File: src/rtl/uart_bootloader.sv
// UART program loader: receives a framed, checksummed image, writes 16-bit words
// into instruction BRAM from address 0 and releases the core reset on a good frame.
module uart_bootloader #(
  parameter int          MEM_ADDR_BITS  = 9,
  parameter int          DATA_WIDTH     = 16,
  parameter logic [23:0] TIMEOUT_CYCLES = 24'd12_000_000,
  parameter logic [7:0]  MAGIC          = 8'hA5
) (
  input  logic                     clk_i,
  input  logic                     reset_ni,
  input  logic                     rx_valid_i,
  input  logic [7:0]               rx_data_i,
  input  logic                     tx_ready_i,
  output logic                     tx_write_o,
  output logic [7:0]               tx_data_o,
  output logic                     mem_write_o,
  output logic [MEM_ADDR_BITS-1:0] mem_addr_o,
  output logic [DATA_WIDTH-1:0]    mem_data_o,
  output logic                     core_reset_o,
  output logic                     done_o,
  output logic                     error_o
);

  typedef enum logic [2:0] {
    IDLE, LEN_LO, LEN_HI, DATA_LO, DATA_HI, CHECK, RESP, DONE
  } state_t;

  localparam logic [16:0] MAX_LEN = 17'd1 << MEM_ADDR_BITS;
  localparam logic [7:0]  ACK     = 8'h4B;
  localparam logic [7:0]  NAK     = 8'h4E;

  state_t                 state;
  logic [7:0]             csum;
  logic [7:0]             len_lo;
  logic [7:0]             data_lo;
  logic [MEM_ADDR_BITS:0] len;
  logic [MEM_ADDR_BITS:0] word_cnt;
  logic [23:0]            tmo_cnt;
  logic                   pass;

  logic                   timed;
  logic                   tmo_hit;
  logic                   len_bad;
  logic                   sum_bad;
  logic                   fail;
  logic [16:0]            full_len;
  logic [MEM_ADDR_BITS:0] word_next;

  assign timed     = (state == LEN_LO) || (state == LEN_HI) || (state == DATA_LO) ||
                     (state == DATA_HI) || (state == CHECK);
  assign tmo_hit   = timed && (tmo_cnt == TIMEOUT_CYCLES - 24'd1);
  assign full_len  = {1'b0, rx_data_i, len_lo};
  assign len_bad   = (state == LEN_HI) && rx_valid_i && (full_len > MAX_LEN);
  assign sum_bad   = (state == CHECK) && rx_valid_i && (rx_data_i != csum);
  // A timeout takes priority over a byte arriving in the same cycle.
  assign fail      = tmo_hit || len_bad || sum_bad;
  assign word_next = word_cnt + {{MEM_ADDR_BITS{1'b0}}, 1'b1};

  // Frame FSM with registered memory, response and core-control outputs.
  always_ff @(posedge clk_i or negedge reset_ni) begin
    if (!reset_ni) begin
      state        <= IDLE;
      csum         <= 8'd0;
      len_lo       <= 8'd0;
      data_lo      <= 8'd0;
      len          <= '0;
      word_cnt     <= '0;
      tmo_cnt      <= 24'd0;
      pass         <= 1'b0;
      tx_write_o   <= 1'b0;
      tx_data_o    <= 8'd0;
      mem_write_o  <= 1'b0;
      mem_addr_o   <= '0;
      mem_data_o   <= '0;
      core_reset_o <= 1'b1;
      done_o       <= 1'b0;
      error_o      <= 1'b0;
    end else begin
      mem_write_o <= 1'b0;
      tmo_cnt     <= (timed && !rx_valid_i && !fail) ? tmo_cnt + 24'd1 : 24'd0;
      if (fail) begin
        error_o    <= 1'b1;
        tx_data_o  <= NAK;
        tx_write_o <= 1'b1;
        pass       <= 1'b0;
        state      <= RESP;
      end else begin
        case (state)
          IDLE: begin
            if (rx_valid_i && (rx_data_i == MAGIC)) begin
              state    <= LEN_LO;
              error_o  <= 1'b0;
              csum     <= 8'd0;
              word_cnt <= '0;
            end
          end
          LEN_LO: begin
            if (rx_valid_i) begin
              len_lo <= rx_data_i;
              state  <= LEN_HI;
            end
          end
          LEN_HI: begin
            if (rx_valid_i) begin
              len   <= full_len[MEM_ADDR_BITS:0];
              state <= (full_len == 17'd0) ? CHECK : DATA_LO;
            end
          end
          DATA_LO: begin
            if (rx_valid_i) begin
              data_lo <= rx_data_i;
              csum    <= csum + rx_data_i;
              state   <= DATA_HI;
            end
          end
          DATA_HI: begin
            if (rx_valid_i) begin
              csum        <= csum + rx_data_i;
              mem_write_o <= 1'b1;
              mem_addr_o  <= word_cnt[MEM_ADDR_BITS-1:0];
              mem_data_o  <= {rx_data_i, data_lo};
              word_cnt    <= word_next;
              state       <= (word_next == len) ? CHECK : DATA_LO;
            end
          end
          CHECK: begin
            if (rx_valid_i) begin
              pass       <= 1'b1;
              tx_data_o  <= ACK;
              tx_write_o <= 1'b1;
              state      <= RESP;
            end
          end
          RESP: begin
            if (tx_ready_i) begin
              tx_write_o <= 1'b0;
              if (pass) begin
                state        <= DONE;
                core_reset_o <= 1'b0;
                done_o       <= 1'b1;
              end else begin
                state <= IDLE;
              end
            end
          end
          DONE: begin
            state <= DONE;
          end
          default: begin
            state <= IDLE;
          end
        endcase
      end
    end
  end

endmodule

File: config.mk
export PLATFORM = sky130hd
export DESIGN_NAME = uart_bootloader
export DESIGN_NICKNAME = d
export VERILOG_FILES = /design/src/rtl/uart_bootloader.sv
export SDC_FILE = /design/constraint.sdc
export NUM_CORES = 1
export LEC_CHECK = 0
export CORE_MARGIN = 2
export CORE_UTILIZATION = 55
export CTS_BUF_LIST = sky130_fd_sc_hd__clkbuf_16
export DETAILED_ROUTE_END_ITERATION = 10
export DONT_BUFFER_PORTS = 1
export PLACE_DENSITY = 0.82
export REMOVE_ABC_BUFFERS = 1
export SLEW_MARGIN = 20
export SYNTH_ARGS = -nofsm -noshare
export SYNTH_HDL_FRONTEND = slang
export SYNTH_SLANG_ARGS = --single-unit
File: constraint.sdc
create_clock -name clk_i -period 3.3 [get_ports clk_i]
set_input_delay 0.495 -clock clk_i [delete_from_list [all_inputs] [get_ports clk_i]]
set_output_delay 0.495 -clock clk_i [all_outputs]
set_load 0.02 [all_outputs]
==> run summary <==
## Yosys
* sky130_fd_sc_hd__dfrtp_1 (49%), sky130_fd_sc_hd__mux2_2 (11%), sky130_fd_sc_hd__xor2_1 (4.2%) — cell types occupying the most area after synthesis
* sky130_fd_sc_hd__dfrtp_1 — Primary FF master, synth
* 482 — synthesized netlist cell count
* 0.492 — area fraction of the dominant cell type after synthesis
* 1.00 — Async S/R FF share, synth
* 5240 um2 — post-synth design cell area
* 0.497 — fraction of the yosys area taken by sequential cells
* 0 — Ys Warns
* 10.9 um2 — Post-Syn Area per Cell
* sky130_fd_sc_hd__dfrtp_1 — largest area contributor in the netlist
* 104 — count of state elements after synthesis
* 0 — number of flops mapped to enable cells by yosys
* 56 — number of unique standard cell types used by synthesis

## Clocking
* sky130_fd_sc_hd__clkbuf_16 — CTS Root Buffer Type
* 2 — clock tree buffer depth
* 0 — total of cells resized after clock tree synthesis
* 1 — count of hold-fix buffers inserted at cts
* 9 — clock buffers created by TritonCTS
* 0 — setup repair bufs after CTS
* built — CTS tree
* 104 — number of clock sinks
* 3 — number of H-tree levels
* 350 ps — Clock Latency Late Sink
* 80 ps — clk slew on worst S/H paths

## Timing
* 0.340 GHz — achievable clock frequency
* 0.891 — final worst-path cycle share
* 0.496 — remaining max-slew budget at the tightest pin
* 754 ps — Tightest Pin Transition
* 2940 ps — time the final worst path needs with I/O delays and setup
* no — RSZ-0062 raised after global routing
* 0 — number of pins exceeding their max-slew limit in the final report
* 0 ps — Total Neg Setup Slack
* 358 ps — worst setup margin
* 10.3 ps — clock skew after layout
* 0 — number of failing hold endpoints at the final stage
* 0 — number of setup violations in the final report

## Power and ir drop
* 741 nW/um2 — Pwr per Cell Area
* 1540 uW — sw power
* 0.262 — relative contribution of combinational cells to total power
* 0.00251 uW — leakage power summed over all cells
* 0.369 — Net Sw Frac
* 0.481 — part of the power in registers
* 2630 uW — internal cell power
* 0.601 mV — peak supply drop
* 0.258 — Clk pwr share

## Final layout
* 7.55% — area added between synthesis and finish
* 0 — diode count
* sky130_fd_sc_hd__dfrtp_1 — most common cell after layout, fill and taps aside
* 2470 um2 — area taken by multi-input logic gates
* 2600 um2 — Storage cell area
* 495 — NumNets Final
* 723 — Filler Cell Count
* 0.172 — share of cells above drive strength 1
* sky130_fd_sc_hd__dfrtp_1 (103), sky130_fd_sc_hd__mux2_2 (51), sky130_fd_sc_hd__nor2_1 (42), sky130_fd_sc_hd__nand2_1 (40), sky130_fd_sc_hd__xor2_1 (25) — most frequent cells in the layout

## Die
* 102 um — die width
* 0.567 — effective utilization at floorplan
* 9240 um2 — core area
* 102 um — die boundary height
* 50 — I/O pins
* 10300 um2 — total die area
* 35 — Row Count

## Hold path
* primary input to asynchronous set/reset pin — kind of path behind the tightest hold check

## Placement
* 277 ps — post-place setup slack
* 7340 um — DP HPWL
* 0.935 — last weighted congestion value of the routability-driven placer
* 0 — count of port buffers added during placement

## Global route
* 3703 — vias in the first global route
* 18500 um — first-pass GRT wire length
* 0 — initial antenna violation count
* 105 — maximum number of pins on one net before global-route repair
* 0 — aggregate global routing overflow
* 0.228 — GRT Overall Usage

## Setup path
* 7 — cell depth of the worst flop-to-flop path
* register — crit path launch type
* 360 ps — worst setup slack for register-to-register paths
* register — Critical Path End Type
* 35 — critical path fanouts, max
* register to register — class of the most critical setup path
* mem_data_o[7] — worst flop-to-flop path endpoint
* 3530 ps — required time reported for the critical path endpoint
* tmo_cnt[0] — r2r startpoint
* 3180 ps — critical path arrival

## Job
* 0 — Max-Cap Viols

## Status
* finished clean — status

## Detailed routing
* 0 — drc violations
* 6.16 — DR vias/cell
* 0 — antenna-violating nets left
* 349 — first-iteration detailed-routing DRC count
* 3737 — via count of the routed design
* 18.2 um — wire per inst
* 5 — number of optimization iterations in the first detailed-route pass
* 11000 um — drt total wl

## power groups by stage
| stage | sequential [uW] | clock, uW | combinational [uW] |
|---|---|---|---|
| finish | 2010 | 1080 | 1090 |
| CTS | 2010 | 1090 | 1080 |
| global route | 2060 | 1150 | 1220 |
| global placement | 2010 | 0 | 983 |
| floorplan | 1950 | 0 | 817 |
| detailed placement | 2030 | 0 | 1040 |
## cell type report
cell class / count / share of cell area
Clock buffer: 9 / 0.0400
Clock inverter: 7 / 0.0149
Inverter: 9 / 0.00600
Multi-Input combinational cell: 344 / 0.438
Sequential cell: 104 / 0.462
Tap cell: 129 / 0.0287
Timing Repair Buffer: 5 / 0.0102
## routing by layer
layer,share of wire,global-route usage,up-vias
met5,0,0,-
met4,0.016,0.0644,0
met2,0.48,0.363,128
met1,0.43,0.302,1872
met3,0.073,0.0732,24
li1,-,-,1713
## sequential cells by signal, indices dropped and copies added, names as in the netlist
signal,cells
tx_write_o,1
csum,8
mem_write_o,1
done_o,1
mem_addr_o,9
core_reset_o,1
tx_data_o,3
data_lo,8
error_o,1
len,10
tmo_cnt,24
len_lo,8
word_cnt,10
mem_data_o,16
state,3
## cells in the mapped netlist (3+ instances only)
library cell / count
sky130_fd_sc_hd__dfrtp_1: 103
sky130_fd_sc_hd__mux2_2: 51
sky130_fd_sc_hd__nor2_1: 42
sky130_fd_sc_hd__nand2_1: 40
sky130_fd_sc_hd__xor2_1: 25
sky130_fd_sc_hd__o21ai_0: 21
sky130_fd_sc_hd__nand3_1: 18
sky130_fd_sc_hd__clkbuf_1: 15
sky130_fd_sc_hd__nand4_1: 14
sky130_fd_sc_hd__o31ai_1: 12
sky130_fd_sc_hd__and3_1: 11
sky130_fd_sc_hd__xnor2_1: 11
sky130_fd_sc_hd__and4_1: 9
sky130_fd_sc_hd__ha_1: 9
sky130_fd_sc_hd__inv_1: 9
sky130_fd_sc_hd__a21oi_1: 8
sky130_fd_sc_hd__buf_4: 7
sky130_fd_sc_hd__nor2b_1: 7
sky130_fd_sc_hd__a31oi_1: 5
sky130_fd_sc_hd__o41ai_1: 5
sky130_fd_sc_hd__nand2b_1: 4
sky130_fd_sc_hd__nor3_1: 4
sky130_fd_sc_hd__a21o_1: 3
sky130_fd_sc_hd__a22oi_1: 3
sky130_fd_sc_hd__buf_2: 3
sky130_fd_sc_hd__nor4b_1: 3
sky130_fd_sc_hd__o2111ai_1: 3
sky130_fd_sc_hd__o211ai_1: 3
## stage by stage
step	hold WS, ps	instance area [um2]	total power (uW)	util	cells
6_report	86.1	5630	4170	0.610	607
5_1_grt	123	5630	4420	0.610	607
4_1_cts	104	5630	4190	0.610	607
3_3_place_gp	204	5300	2990	0.573	590
3_5_place_dp	203	5300	3070	0.573	590
2_1_floorplan	199	5100	2770	-	457
## worst max-delay path by stage
stage | cells after the start | from | endpoint
global placement | 7 | rx_data_i[4] | word_cnt[5]
floorplan | 7 | rx_data_i[4] | word_cnt[5]
global route | 6 | state[2] | word_cnt[8]
detailed placement | 7 | rx_data_i[4] | word_cnt[8]
CTS | 7 | tmo_cnt[0] | mem_data_o[7]
finish | 7 | tmo_cnt[0] | mem_data_o[7]
## critical path, stage by stage (launching register included)
cell and delay (ps):
sky130_fd_sc_hd__dfrtp_1 460, sky130_fd_sc_hd__ha_1 340, sky130_fd_sc_hd__nand4_1 150, sky130_fd_sc_hd__nor4bb_1 500, sky130_fd_sc_hd__a31oi_2 260, sky130_fd_sc_hd__and2_1 280, sky130_fd_sc_hd__nand3_4 430, sky130_fd_sc_hd__mux2_2 400
## logic make-up (layout without fill, tap and decap cells)
| family | after synthesis | count (layout) | synth area share |
|---|---|---|---|
| compound gates | 72 | 72 | 0.0925 |
| xor+xnor | 37 | 37 | 0.0645 |
| fa+ha+maj | 10 | 10 | 0.0253 |
| buf+inv | 36 | 30 | 0.0332 |
| flops | 104 | 104 | 0.497 |
| mux | 51 | 51 | 0.110 |
| other cells | 1 | 3 | 0.000716 |
| simple gates | 171 | 171 | 0.177 |
Power figures use the tool's default switching activity.
